<file path="src/rtl/pipeline_stall_ctrl_if.sv">
// Handshake bundle between the lc3b datapath and the central stall/flush sequencer.
// master = datapath side, slave = pipeline_stall_ctrl.
interface pipeline_stall_ctrl_if #(
    parameter int unsigned NUM_STAGES = 5,
    parameter int unsigned CNT_W      = 16
);
    logic                  if_memread;
    logic                  if_mem_resp;
    logic                  mem_memread;
    logic                  mem_memwrite;
    logic                  mem_mem_resp;
    logic                  indirect;
    logic                  load_use;
    logic                  br_taken;
    logic                  perf_clr;
    logic [NUM_STAGES-1:0] stall;
    logic [NUM_STAGES-1:0] bubble;
    logic [NUM_STAGES-1:0] flush;
    logic                  pc_redirect;
    logic                  ind_phase;
    logic [CNT_W-1:0]      stall_cycles;
    logic [CNT_W-1:0]      flush_count;

    modport master (
        output if_memread, if_mem_resp, mem_memread, mem_memwrite, mem_mem_resp,
               indirect, load_use, br_taken, perf_clr,
        input  stall, bubble, flush, pc_redirect, ind_phase, stall_cycles, flush_count
    );

    modport slave (
        input  if_memread, if_mem_resp, mem_memread, mem_memwrite, mem_mem_resp,
               indirect, load_use, br_taken, perf_clr,
        output stall, bubble, flush, pc_redirect, ind_phase, stall_cycles, flush_count
    );
endinterface

</file>
<file path="src/rtl/pipeline_stall_ctrl.sv">
// Central stall/bubble/flush sequencer for the lc3b pipeline: one freeze point per cycle,
// deferred branch flushes around in-flight d-mem accesses, saturating perf counters.
module pipeline_stall_ctrl #(
    parameter int unsigned NUM_STAGES   = 5,
    parameter int unsigned MEM_LATCH    = 3,
    parameter int unsigned LU_LATCH     = 2,
    parameter int unsigned FLUSH_STAGES = 3,
    parameter int unsigned CNT_W        = 16
) (
    input  logic                 clk,
    input  logic                 reset_n,
    pipeline_stall_ctrl_if.slave bus
);
    // A flush that reaches the MEM latch must wait for the access there and kills any indirect sequence.
    localparam logic FLUSH_HITS_MEM = (FLUSH_STAGES >= MEM_LATCH);

    typedef enum logic {
        D_IDLE = 1'b0,
        D_IND2 = 1'b1
    } dstate_t;

    dstate_t               dstate;
    dstate_t               dstate_nxt;
    logic                  flush_pend;
    logic                  flush_pend_nxt;
    logic [CNT_W-1:0]      stall_cnt;
    logic [CNT_W-1:0]      stall_cnt_nxt;
    logic [CNT_W-1:0]      flush_cnt;
    logic [CNT_W-1:0]      flush_cnt_nxt;

    logic                  mem_busy;
    logic                  dmem_wait;
    logic                  if_wait;
    logic                  flush_block;
    logic                  flush_fire;
    logic [NUM_STAGES-1:0] stall_raw;
    logic [NUM_STAGES-1:0] bubble_raw;
    logic [NUM_STAGES-1:0] flush_mask;
    logic [NUM_STAGES-1:0] stall_v;
    logic [NUM_STAGES-1:0] bubble_v;
    logic [NUM_STAGES-1:0] flush_v;
    logic                  pc_redirect_v;

    // State and counter registers
    always_ff @(posedge clk) begin
        if (!reset_n) begin
            dstate     <= D_IDLE;
            flush_pend <= 1'b0;
            stall_cnt  <= '0;
            flush_cnt  <= '0;
        end else begin
            dstate     <= dstate_nxt;
            flush_pend <= flush_pend_nxt;
            stall_cnt  <= stall_cnt_nxt;
            flush_cnt  <= flush_cnt_nxt;
        end
    end

    // Freeze point, flush decision, next state and counter updates
    always_comb begin
        mem_busy       = 1'b0;
        dmem_wait      = 1'b0;
        if_wait        = 1'b0;
        flush_block    = 1'b0;
        flush_fire     = 1'b0;
        stall_raw      = '0;
        bubble_raw     = '0;
        flush_mask     = '0;
        stall_v        = '0;
        bubble_v       = '0;
        flush_v        = '0;
        pc_redirect_v  = 1'b0;
        dstate_nxt     = dstate;
        flush_pend_nxt = flush_pend;
        stall_cnt_nxt  = stall_cnt;
        flush_cnt_nxt  = flush_cnt;

        mem_busy  = (bus.mem_memread | bus.mem_memwrite) & ~bus.mem_mem_resp;
        dmem_wait = mem_busy
                  | ((dstate == D_IDLE) & bus.indirect & bus.mem_mem_resp)
                  | ((dstate == D_IND2) & ~bus.mem_mem_resp);
        if_wait   = bus.if_memread & ~bus.if_mem_resp;

        // Stall is a prefix ending at the highest active freeze point; the bubble sits just past it.
        for (int unsigned j = 0; j < NUM_STAGES; j++) begin
            stall_raw[j]  = (dmem_wait && (j <= MEM_LATCH))
                          || (bus.load_use && (j + 1 <= LU_LATCH))
                          || (if_wait && (j == 0));
            flush_mask[j] = (j >= 1) && (j <= FLUSH_STAGES);
        end
        for (int unsigned j = 1; j < NUM_STAGES; j++) begin
            bubble_raw[j] = stall_raw[j-1] & ~stall_raw[j];
        end

        flush_block = FLUSH_HITS_MEM & mem_busy;
        flush_fire  = (bus.br_taken | flush_pend) & ~flush_block;

        if (flush_fire) begin
            stall_v       = stall_raw  & ~(flush_mask | NUM_STAGES'(1));
            bubble_v      = bubble_raw & ~(flush_mask | NUM_STAGES'(1));
            flush_v       = flush_mask;
            pc_redirect_v = 1'b1;
        end else begin
            stall_v  = stall_raw;
            bubble_v = bubble_raw;
        end

        if (!reset_n) begin
            stall_v       = '0;
            bubble_v      = '0;
            flush_v       = '1;
            pc_redirect_v = 1'b0;
        end

        case (dstate)
            D_IDLE:  if (bus.indirect && bus.mem_mem_resp) dstate_nxt = D_IND2;
            D_IND2:  if (bus.mem_mem_resp) dstate_nxt = D_IDLE;
            default: dstate_nxt = D_IDLE;
        endcase
        if (flush_fire && FLUSH_HITS_MEM) begin
            dstate_nxt = D_IDLE;
        end

        // Pending survives until the outstanding access completes; a new br_taken merges into it.
        flush_pend_nxt = (bus.br_taken | flush_pend) & flush_block;

        if (bus.perf_clr) begin
            stall_cnt_nxt = '0;
            flush_cnt_nxt = '0;
        end else begin
            if (stall_v[0] && !(&stall_cnt)) stall_cnt_nxt = stall_cnt + CNT_W'(1);
            if (flush_fire && !(&flush_cnt)) flush_cnt_nxt = flush_cnt + CNT_W'(1);
        end
    end

    assign bus.stall        = stall_v;
    assign bus.bubble       = bubble_v;
    assign bus.flush        = flush_v;
    assign bus.pc_redirect  = pc_redirect_v;
    assign bus.ind_phase    = (dstate == D_IND2);
    assign bus.stall_cycles = stall_cnt;
    assign bus.flush_count  = flush_cnt;
endmodule

</file>
<file path="src/flat_wrapper.sv">
// flat-port wrapper written by rule: the top's interface ports become plain ports
module pipeline_stall_ctrl_flat 
#(
    parameter int unsigned NUM_STAGES   = 5,
    parameter int unsigned MEM_LATCH    = 3,
    parameter int unsigned LU_LATCH     = 2,
    parameter int unsigned FLUSH_STAGES = 3,
    parameter int unsigned CNT_W        = 16
)
  (clk, reset_n, bus_if_memread, bus_if_mem_resp, bus_mem_memread, bus_mem_memwrite, bus_mem_mem_resp, bus_indirect, bus_load_use, bus_br_taken, bus_perf_clr, bus_stall, bus_bubble, bus_flush, bus_pc_redirect, bus_ind_phase, bus_stall_cycles, bus_flush_count);
  pipeline_stall_ctrl_if #(.NUM_STAGES(NUM_STAGES), .CNT_W(CNT_W)) bus_i ();
  input  logic clk;
  input  logic reset_n;
  input wire logic [$bits(bus_i.if_memread)-1:0] bus_if_memread;
  input wire logic [$bits(bus_i.if_mem_resp)-1:0] bus_if_mem_resp;
  input wire logic [$bits(bus_i.mem_memread)-1:0] bus_mem_memread;
  input wire logic [$bits(bus_i.mem_memwrite)-1:0] bus_mem_memwrite;
  input wire logic [$bits(bus_i.mem_mem_resp)-1:0] bus_mem_mem_resp;
  input wire logic [$bits(bus_i.indirect)-1:0] bus_indirect;
  input wire logic [$bits(bus_i.load_use)-1:0] bus_load_use;
  input wire logic [$bits(bus_i.br_taken)-1:0] bus_br_taken;
  input wire logic [$bits(bus_i.perf_clr)-1:0] bus_perf_clr;
  output wire logic [$bits(bus_i.stall)-1:0] bus_stall;
  output wire logic [$bits(bus_i.bubble)-1:0] bus_bubble;
  output wire logic [$bits(bus_i.flush)-1:0] bus_flush;
  output wire logic [$bits(bus_i.pc_redirect)-1:0] bus_pc_redirect;
  output wire logic [$bits(bus_i.ind_phase)-1:0] bus_ind_phase;
  output wire logic [$bits(bus_i.stall_cycles)-1:0] bus_stall_cycles;
  output wire logic [$bits(bus_i.flush_count)-1:0] bus_flush_count;
  assign bus_i.if_memread = bus_if_memread;
  assign bus_i.if_mem_resp = bus_if_mem_resp;
  assign bus_i.mem_memread = bus_mem_memread;
  assign bus_i.mem_memwrite = bus_mem_memwrite;
  assign bus_i.mem_mem_resp = bus_mem_mem_resp;
  assign bus_i.indirect = bus_indirect;
  assign bus_i.load_use = bus_load_use;
  assign bus_i.br_taken = bus_br_taken;
  assign bus_i.perf_clr = bus_perf_clr;
  assign bus_stall = bus_i.stall;
  assign bus_bubble = bus_i.bubble;
  assign bus_flush = bus_i.flush;
  assign bus_pc_redirect = bus_i.pc_redirect;
  assign bus_ind_phase = bus_i.ind_phase;
  assign bus_stall_cycles = bus_i.stall_cycles;
  assign bus_flush_count = bus_i.flush_count;
  pipeline_stall_ctrl #(.NUM_STAGES(NUM_STAGES), .MEM_LATCH(MEM_LATCH), .LU_LATCH(LU_LATCH), .FLUSH_STAGES(FLUSH_STAGES), .CNT_W(CNT_W)) u_core (.clk(clk), .reset_n(reset_n), .bus(bus_i));
endmodule
</file>
<file path="config.mk">
export PLATFORM = sky130hd
export DESIGN_NAME = pipeline_stall_ctrl_flat
export DESIGN_NICKNAME = d
export VERILOG_FILES = /design/src/rtl/pipeline_stall_ctrl_if.sv /design/src/rtl/pipeline_stall_ctrl.sv /design/src/flat_wrapper.sv
export SDC_FILE = /design/constraint.sdc
export NUM_CORES = 1
export LEC_CHECK = 0
export ABC_CLOCK_PERIOD_IN_PS = 2100
export BUFFER_PORTS_ARGS = -buffer_cell sky130_fd_sc_hd__buf_2
export CORE_MARGIN = 4
export CORE_UTILIZATION = 30
export CTS_BUF_LIST = sky130_fd_sc_hd__clkbuf_8
export DETAILED_ROUTE_END_ITERATION = 8
export HOLD_SLACK_MARGIN = 0.08
export PLACE_DENSITY = 0.54
export SLEW_MARGIN = 0
export SYNTH_ARGS = -nofsm -noshare
export SYNTH_HDL_FRONTEND = slang
export SYNTH_SLANG_ARGS = --single-unit
</file>
<file path="constraint.sdc">
create_clock -name clk -period 2.1 [get_ports clk]
set_input_delay 0.42 -clock clk [delete_from_list [all_inputs] [get_ports clk]]
set_output_delay 0.42 -clock clk [all_outputs]
set_load 0.1 [all_outputs]
</file>
==> out/metrics.csv <==
stage,metric,value,unit
final_layout,final net count,323,
pwr,power share of the combinational group,23.2,%
logic_synthesis,post-synthesis sequential area ratio,32.2,%
logic_synthesis,count of cell types in the netlist,46,
timing,Rel. slew slack,59.1,%
clock_network,CTS tree,built,
logic_synthesis,syn avg cell area,8.14,um^2
final_layout,Fillers,708,
logic_synthesis,synth warn,0,
clock_network,worst-case clock buffer depth,2,
final_layout,Ant. Diodes,0,
logic_synthesis,Post-synth EDFFs,0,
placement,routability cong.,0.767,
logic_synthesis,"Async S/R FF share, synth",0,%
setup_path,critical path endpoint category,output port,
setup_path,crit start category,flop,
route,Initial DRC Count,80,
route,"antenna viol nets, final",0,
logic_synthesis,Yosys reg bits,34,
setup_path,CP max stage delay,0.30,ns
clock_network,"Clk Latency, worst-skew pair",0.29,ns
setup_path,WS Path Type,flop to output port,
timing,clock skew,0.0114,ns
timing,Max Fclk,489,MHz
placement,port buffer count,56,
global_routing,initial antenna violation count,0,
timing,setup TNS,0,ns
hold_path,min-delay worst type,primary input to flop,
clock_network,hold_buf cts,0,
clock_network,htree depth,2,
global_routing,number of global-route vias before repair,1846,
flow_run,max_cap viols,0,
route,vias post-DR,2055,
floorplanning,Core Area,6830,um^2
timing,# setup viols final,0,
floorplanning,IO Count,60,
floorplanning,die height,92.0,um
setup_path,"Cell Chain, Critical Path","or2_4, a21oi_4, inv_4, buf_4, nor2_4, buf_12",
pwr,Internal Pwr Total,1.09,mW
global_routing,first-pass GRT wire length,9100,um
logic_synthesis,ys flop type,dfxtp_1,
global_routing,grt total ovfl,0,
pwr,PwrDens,558,nW/um^2
timing,fin crit share,97.3,%
timing,Pins Over Slew Limit,0,
timing,Hold Fails Final Rpt,0,
route,TritonRoute pass-1 iters,4,
clock_network,Clock Tree Root,clkbuf_8,
clock_network,cts bufs inserted,5,
logic_synthesis,cell count after synthesis,260,
pwr,Clk network pwr share,36.1,%
final_layout,Layout Cells excl Fill,407,
clock_network,clk sinks,34,
global_routing,largest net degree at the start of global routing,43,
clock_network,Worst-path clk slew,0.08,ns
floorplanning,Row Count,30,
timing,worst-margin pin slew,0.604,ns
pwr,register share of total power,40.7,%
pwr,Sw Pwr,0.509,mW
setup_path,Critical Path RT,1.68,ns
timing,hold slack final,0.394,ns
placement,Cells after DPL,399,
route,vias per cell,5.05,
setup_path,"Max FO, Critical Path",5,
route,drt wl/cell,13.7,um
placement,HPWL after DPL,4120,um
logic_synthesis,"Cell Area, Synth",2120,um^2
pwr,Switching Fraction,31.8,%
hold_path,Hold Path Cell Cnt,3,
setup_path,"slowest stage cell, crit path",dfxtp_1,
route,Routed WL,5560,um
pwr,LEAKAGE,1.13,nW
floorplanning,Initial Util,31.0,%
global_routing,Total GRT Usage,13.1,%
pwr,worst IR drop on VDD,229,uV
floorplanning,Die W,92.0,um
route,DR DRC count,0,
final_layout,share of cells above drive strength 1,37.9,%
status,outcome,finished clean,
setup_path,Reg2Reg Setup Slack,0.25,ns
floorplanning,Die Area,8460,um^2
setup_path,Critical Path AT,1.62,ns
timing,min Tclk post-route,2.04,ns
final_layout,Layout area overhead,35.7,%
setup_path,Worst Reg-to-Reg Cells,5,
## sequential cells by signal, indices dropped and copies added (netlist names)
signal / count
u_core.bus.flush_count: 16
u_core.flush_pend: 1
u_core.bus.stall_cycles: 16
u_core.bus.ind_phase: 1
## synth_stat cells, types with 3 or more instances
master	instances	area, um^2
or4_1	4	30.0
mux2i_1	21	210
nor3_1	4	20.0
nor2_1	7	26.3
and2_1	7	43.8
o21ai_0	4	20.0
inv_1	6	22.5
nand4_1	9	56.3
clkbuf_1	6	22.5
and3_1	6	37.5
a211oi_1	6	45.0
nand2b_1	20	125
buf_4	8	60.1
nand2_1	37	139
nand3_1	10	50.1
and4_1	8	70.1
nor4_1	12	75.1
dfxtp_1	34	681
buf_2	9	45.0
o31ai_1	3	22.5
a21oi_1	9	45.0
## layer usage
layer,GRT usage [%],up-vias,wire length (um)
met5,0,-,0
met4,5.32,0,102
met3,2.79,7,252
met2,20.4,53,2600
met1,17.7,952,2610
li1,-,1043,-
## layout by cell type (no fill, tap or decap), types with 3 or more instances in the layout
| cell | instances |
|---|---|
| and3_1 | 6 |
| clkbuf_8 | 8 |
| nand2b_1 | 20 |
| nand3_1 | 10 |
| conb_1 | 3 |
| dfxtp_2 | 29 |
| nand4_1 | 9 |
| inv_1 | 5 |
| dfxtp_1 | 5 |
| o31ai_1 | 3 |
| buf_4 | 7 |
| nand2_1 | 37 |
| a211oi_1 | 6 |
| buf_2 | 45 |
| a21oi_1 | 9 |
| nor4_1 | 11 |
| nor2_1 | 5 |
| o21ai_0 | 3 |
| and2_1 | 5 |
| mux2i_1 | 21 |
| and4_1 | 8 |
| or4_1 | 4 |
| buf_12 | 14 |
## stage by stage
step / power (mW) / area, um^2 / utilization (%) / setup slack (ns)
final: 1.60 / 2870 / 42.0 / 0.0558
after detailed placement: 1.03 / 2740 / 40.1 / 0.0166
after global placement: 1.03 / 2740 / 40.1 / 0.0705
after CTS: 1.61 / 2850 / 41.7 / 0.0127
after global routing: 1.66 / 2870 / 42.0 / -0.0100
after floorplan: 0.934 / 2210 / - / -0.849
## logic make-up (layout without fill, tap and decap cells)
logic type,Yosys count,after routing,synth area share [%]
DFF,34,34,32.2
buffers and inverters,32,81,7.98
and+or+nand+nor,132,132,34.7
AOI/OAI and AO/OA,38,38,13.9
other,1,3,0.177
adders and majority gates,2,2,1.18
muxes,21,21,9.93
## layout make-up
type                    instances  area, um^2  share of cell area (%)
clock buffers                   8         110                    3.84
inverters                       7        32.5                    1.13
multi-input cells             196        1330                    46.4
flip-flops and latches         34         717                    25.0
well taps                      96         120                    4.18
repair buffers                 66         558                    19.4
## power by group through the flow
stage	clock [mW]	combinational [mW]	sequential, mW
5_1_grt	0.617	0.388	0.653
4_1_cts	0.595	0.368	0.652
6_report	0.578	0.372	0.652
2_1_floorplan	0	0.245	0.689
3_3_place_gp	0	0.365	0.667
3_5_place_dp	0	0.367	0.667
## final timing paths
path | startpoint | to
worst max-delay path | u_core.flush_pend | bus_stall[1]
worst min-delay path | reset_n | u_core.flush_pend
worst max register to register | u_core.bus.ind_phase | u_core.bus.stall_cycles[15]
worst min register to register | u_core.bus.stall_cycles[9] | u_core.bus.stall_cycles[9]
## what timing repair did
item	in CTS	in global routing
buffers inserted	0	0
pin swaps	1	1
setup endpoints to repair	3	5
gates resized for setup	1	5
## worst max-delay path, delay by kind of cell (launching register included)
family / cells / cell delay (ns)
buf+inv: 3 / 0.44
simple gates: 2 / 0.39
flops: 1 / 0.30
compound gates: 1 / 0.19
No activity file was read; power rests on OpenSTA's default activity.
